File: src/rtl/i2s_master_ctrl.sv
// I2S bus-master timing controller: derives sclk/lrclk from clk, starts and
// stops only on frame boundaries and relatches the divider once per frame.
module i2s_master_ctrl #(
    parameter int DIV_W  = 8,
    parameter int SLOT_W = 32,
    parameter int FCNT_W = 16
) (
    input  logic              clk,
    input  logic              rst,
    input  logic              en,
    input  logic [DIV_W-1:0]  div,
    output logic              sclk,
    output logic              lrclk,
    output logic              frame_start,
    output logic              running,
    output logic [FCNT_W-1:0] frame_cnt
);

    localparam int BC_W = $clog2(2 * SLOT_W);
    localparam logic [BC_W-1:0] BC_LAST = BC_W'(2 * SLOT_W - 1);
    localparam logic [BC_W-1:0] BC_HALF = BC_W'(SLOT_W);

    typedef enum logic [1:0] {
        ST_IDLE,
        ST_RUN,
        ST_STOPPING
    } state_t;

    state_t             state_q, state_d;
    logic               sclk_q, sclk_d;
    logic               lrclk_q, lrclk_d;
    logic               frame_start_q, frame_start_d;
    logic               running_q, running_d;
    logic [FCNT_W-1:0]  frame_cnt_q, frame_cnt_d;
    logic [DIV_W-1:0]   hc_q, hc_d;
    logic [BC_W-1:0]    bc_q, bc_d;
    logic [DIV_W-1:0]   div_q, div_d;

    logic [DIV_W-1:0]   div_eff;
    logic [BC_W-1:0]    bc_inc;

    always_comb begin
        div_eff = (div == '0) ? DIV_W'(1) : div;
        bc_inc  = (bc_q == BC_LAST) ? '0 : bc_q + BC_W'(1);

        state_d       = state_q;
        sclk_d        = sclk_q;
        lrclk_d       = lrclk_q;
        frame_start_d = 1'b0;
        frame_cnt_d   = frame_cnt_q;
        hc_d          = hc_q;
        bc_d          = bc_q;
        div_d         = div_q;

        case (state_q)
            ST_IDLE: begin
                if (en) begin
                    state_d       = ST_RUN;
                    sclk_d        = 1'b0;
                    lrclk_d       = 1'b0;
                    hc_d          = '0;
                    bc_d          = '0;
                    div_d         = div_eff;
                    frame_start_d = 1'b1;
                    frame_cnt_d   = frame_cnt_q + FCNT_W'(1);
                end
            end
            ST_RUN, ST_STOPPING: begin
                if (state_q == ST_RUN && !en) begin
                    state_d = ST_STOPPING;
                end else if (state_q == ST_STOPPING && en) begin
                    state_d = ST_RUN;
                end

                if (hc_q == div_q) begin
                    hc_d   = '0;
                    sclk_d = ~sclk_q;
                    // bit index and word select advance only on sclk falling
                    if (sclk_q) begin
                        bc_d    = bc_inc;
                        lrclk_d = (bc_inc >= BC_HALF);
                        if (bc_inc == '0) begin
                            // en sampled on the wrap edge itself decides stop vs. new frame
                            if (state_q == ST_STOPPING && !en) begin
                                state_d = ST_IDLE;
                                lrclk_d = 1'b1;
                                bc_d    = '0;
                            end else begin
                                frame_start_d = 1'b1;
                                frame_cnt_d   = frame_cnt_q + FCNT_W'(1);
                                div_d         = div_eff;
                            end
                        end
                    end
                end else begin
                    hc_d = hc_q + DIV_W'(1);
                end
            end
            default: begin
                state_d = ST_IDLE;
                sclk_d  = 1'b0;
                lrclk_d = 1'b1;
                hc_d    = '0;
                bc_d    = '0;
            end
        endcase

        running_d = (state_d != ST_IDLE);
    end

    always_ff @(posedge clk or posedge rst) begin
        if (rst) begin
            state_q       <= ST_IDLE;
            sclk_q        <= 1'b0;
            lrclk_q       <= 1'b1;
            frame_start_q <= 1'b0;
            running_q     <= 1'b0;
            frame_cnt_q   <= '0;
            hc_q          <= '0;
            bc_q          <= '0;
            div_q         <= '0;
        end else begin
            state_q       <= state_d;
            sclk_q        <= sclk_d;
            lrclk_q       <= lrclk_d;
            frame_start_q <= frame_start_d;
            running_q     <= running_d;
            frame_cnt_q   <= frame_cnt_d;
            hc_q          <= hc_d;
            bc_q          <= bc_d;
            div_q         <= div_d;
        end
    end

    assign sclk        = sclk_q;
    assign lrclk       = lrclk_q;
    assign frame_start = frame_start_q;
    assign running     = running_q;
    assign frame_cnt   = frame_cnt_q;

endmodule
File: config.mk
export PLATFORM = sky130hd
export DESIGN_NAME = i2s_master_ctrl
export DESIGN_NICKNAME = d
export VERILOG_FILES = /design/src/rtl/i2s_master_ctrl.sv
export SDC_FILE = /design/constraint.sdc
export NUM_CORES = 1
export LEC_CHECK = 0
export CAP_MARGIN = 15
export CELL_PAD_IN_SITES_DETAIL_PLACEMENT = 0
export CELL_PAD_IN_SITES_GLOBAL_PLACEMENT = 2
export CORE_ASPECT_RATIO = 1.75
export CORE_MARGIN = 3
export CORE_UTILIZATION = 36
export CTS_CLUSTER_SIZE = 12
export DETAILED_ROUTE_END_ITERATION = 6
export PLACE_DENSITY_LB_ADDON = 0.25
export SETUP_SLACK_MARGIN = 0.02
export SKIP_CTS_REPAIR_TIMING = 1
export SLEW_MARGIN = 20
export SYNTH_ARGS = -nofsm -noshare
export SYNTH_HDL_FRONTEND = slang
export SYNTH_SLANG_ARGS = --single-unit
File: constraint.sdc
create_clock -name clk -period 6.3 [get_ports clk]
set_input_delay 1.26 -clock clk [delete_from_list [all_inputs] [get_ports clk]]
set_output_delay 1.26 -clock clk [all_outputs]
set_load 0.02 [all_outputs]
==> impl_metrics.py <==
metrics = {
    "outcome": {
        "status": "completed",
    },
    "worst_setup_path": {
        "slowest_stage": "clkdlybuf4s50_1",
        "critPathRequiredTime_ps": 6460,
        "path_max_fanout": 16,
        "crit_chain": "clkdlybuf4s50_1, nor2_1, nor4b_4, or2_1, mux2_1",
        "r2r_setup_slack_ps": 3280,
        "slowest_delay_ps": 720,
        "worstPathArrival_ps": 3610,
        "worstSetupPathType": "in2reg",
        "crit_path_start_kind": "input port",
        "worstSetupEndpointType": "flop",
    },
    "sta": {
        "max_clock_freq_ghz": 0.2903,
        "rsz0062_at_grt": "no",
        "whs_ps": 473.8,
        "relSlewSlack_pct": 50.96,
        "layout_worst_path_cycle_share_pct": 54.68,
        "worst_slew_pin_slew_ps": 732.6,
        "worst_slack_ps": 2855,
        "drv_slew": 0,
        "finalHoldViolCount": 0,
        "setup_tns_ps": 0,
        "min_period_ps": 3445,
        "worst_clock_skew_ps": 3.411,
        "setup_viol": 0,
    },
    "place": {
        "port_buffers": 30,
        "gp_congestion": 0.7668,
        "pre_cts_ws_ps": 2550,
        "dp_hpwl_um": 3983,
        "dp.cells": 347,
    },
    "job": {
        "maxCapViolCount": 0,
    },
    "synthesis": {
        "synthAdderAreaFrac_pct": 4.051,
        "synth_compound_area_share_pct": 14.99,
        "avgSynthCellArea_um2": 10.17,
        "synth_ff_type": "dfrtp_1",
        "ys_ff_latch": 44,
        "yosysSeqAreaShare_pct": 44.61,
        "netlist_area_um2": 2471,
        "synth_edf_count": 0,
        "syn_inst": 243,
        "yosys.area_share.simple_pct": 18.23,
        "ys_types": 48,
        "synthMuxAreaShare_pct": 5.316,
        "yosys_warnings": 0,
        "synth_top_family_by_area": "simple AND/OR/NAND/NOR gates",
        "syn_nets": 262,
        "async_flop_share_pct": 100.0,
        "synth_xor_area_share_pct": 9.215,
    },
    "cts": {
        "insertion_delay_ps": 280,
        "tritoncts.num_buffers": 5,
        "cts.sinks": 44,
        "clockRootBuffer": "clkbuf_16",
        "cts_buffer_depth": 2,
        "tritoncts": "built",
        "cts.htree.levels": 2,
        "clkTransAtPathRegs_ps": 60,
    },
    "die": {
        "fp.coreArea_um2": 6588,
        "top_level_ports": 31,
        "die_w_um": 68.63,
        "start_util_pct": 37.51,
        "die_area_um2": 7934,
        "dieHeight_um": 115.6,
        "num_rows": 39,
    },
    "cells_and_area": {
        "area_growth_pct": 20.25,
        "layoutNonFillerInstCount": 354,
        "final_nets": 291,
        "drive_above_1_share_pct": 6.618,
        "most-common-layout-cells": "43 x dfrtp_1, 30 x clkdlybuf4s50_1, 24 x xnor2_1, 24 x o21ai_0, 13 x nand2_1",
        "layout_commonest_cell": "dfrtp_1",
        "fillCellCount": 661,
        "antenna-diode-count": 0,
    },
    "routing": {
        "detail_route.wl_per_cell_um": 15.33,
        "vias": 1881,
        "dr.pass1.iters": 4,
        "drt_iter0_drc": 95,
        "wl_um": 5427,
        "antenna_left": 0,
        "vias_per_cell": 5.314,
        "drc_errors": 0,
    },
    "power_and_ir_drop": {
        "cellPowerDensity_nw_per_um2": 371.2,
        "peakVddDrop_v": 0.0001795,
        "p_leak_nw": 1.223,
    },
    "grt": {
        "grt_pass1_wl_um": 9528,
        "grtUsageTotal_pct": 16.01,
        "gr-total-overflow": 0,
        "grt_pass1_vias": 1931,
        "antenna_found_initial": 0,
        "grt_max_degree": 45,
    },
    "worst_hold_path": {
        "hold_path_class": "reg2reg",
    },
}
## critical path, delay by kind of cell
family / cells / cell delay [ps]
simple gates: 3 / 1260
mux: 1 / 360
buf+inv: 1 / 720
## cell type report
class,instances,area [um^2],area share [%]
multi-input cells,180,1280,43.07
inverters,8,30.03,1.011
flip-flops and latches,44,1102,37.09
clock buffers,6,128.9,4.337
clock inverters,1,5.005,0.1684
repair buffers,33,322.8,10.86
well taps,82,102.6,3.453
## flip-flops by register name (all words and copies together) (netlist names)
signal and flops:
sclk 1, bc_q 6, frame_cnt 16, state_q 2, frame_start 1, lrclk 1
running 1, hc_q 8, div_q 8
## cell families (layout without fill, tap and decap cells)
family                     after synthesis  after routing
DFF                                     44             44
buffers and inverters                   19             48
muxes                                   12             12
xor gates and xnor gates                26             26
AOI/OAI and AO/OA                       57             57
adders and majority gates                8              8
and+or+nand+nor                         77             77
## where the power goes
| group | switching [mW] | internal (mW) |
|---|---|---|
| sequential | 0.0616 | 0.353 |
| combinational | 0.244 | 0.197 |
| clock | 0.103 | 0.144 |
| total | 0.409 | 0.694 |
## path summary, 6_finish.rpt
check / from / endpoint / depth (start not counted)
worst max-delay path: en / div_q[2]$_DFFE_PP0P_ / 5
worst min-delay path: frame_cnt[15]$_DFFE_PP0P_ / frame_cnt[15]$_DFFE_PP0P_ / 1
worst max register to register: bc_q[0]$_DFFE_PP0P_ / div_q[2]$_DFFE_PP0P_ / 7
worst min register to register: frame_cnt[15]$_DFFE_PP0P_ / frame_cnt[15]$_DFFE_PP0P_ / 1
max in group asynchronous: rst / div_q[3]$_DFFE_PP0P_ / 3
min in group asynchronous: rst / frame_start$_DFF_PP0_ / 3
## per-layer routing
layer,routed length [um],track usage (%)
met5,0,0
met4,102,6.773
met3,137,3.492
met2,2990,27.19
met1,2197,18.91
## cells in the mapped netlist, types with 2 or more instances
cell type  number  area, um^2
o31ai_1         4       30.03
clkbuf_1        5       18.77
dfrtp_1        43        1076
nand3_1         5       25.02
xnor2_1        24       210.2
and4_1          4       35.03
nand3b_1        2       15.01
o2111ai_1       6       52.55
buf_2           2       10.01
o211ai_1        2       15.01
o21a_1          2       15.01
mux2i_1         3       30.03
and3_1          9       56.30
a21oi_1         8       40.04
xor2_1          2       17.52
a22o_1          2       17.52
nor3b_1         2       15.01
nand4_1         3       18.77
nor2_1         11       41.29
nor2b_1         5       31.28
o21ai_0        24       120.1
inv_1           8       30.03
a21o_1          2       15.01
ha_1            8       100.1
mux2_1          8       90.09
nand2b_1        2       12.51
or3_1           3       18.77
nand2_1        13       48.80
buf_4           4       30.03
nor3_1          9       45.04
## metrics by stage
step | total power [mW] | area, um^2 | util, %
2_1_floorplan | 0.7250 | 2471 | -
3_3_place_gp | 0.8658 | 2838 | 43.08
3_5_place_dp | 0.8693 | 2838 | 43.08
4_1_cts | 1.126 | 2972 | 45.11
5_1_grt | 1.197 | 2972 | 45.11
6_report | 1.103 | 2972 | 45.11
(Power assumes the default switching activity.)
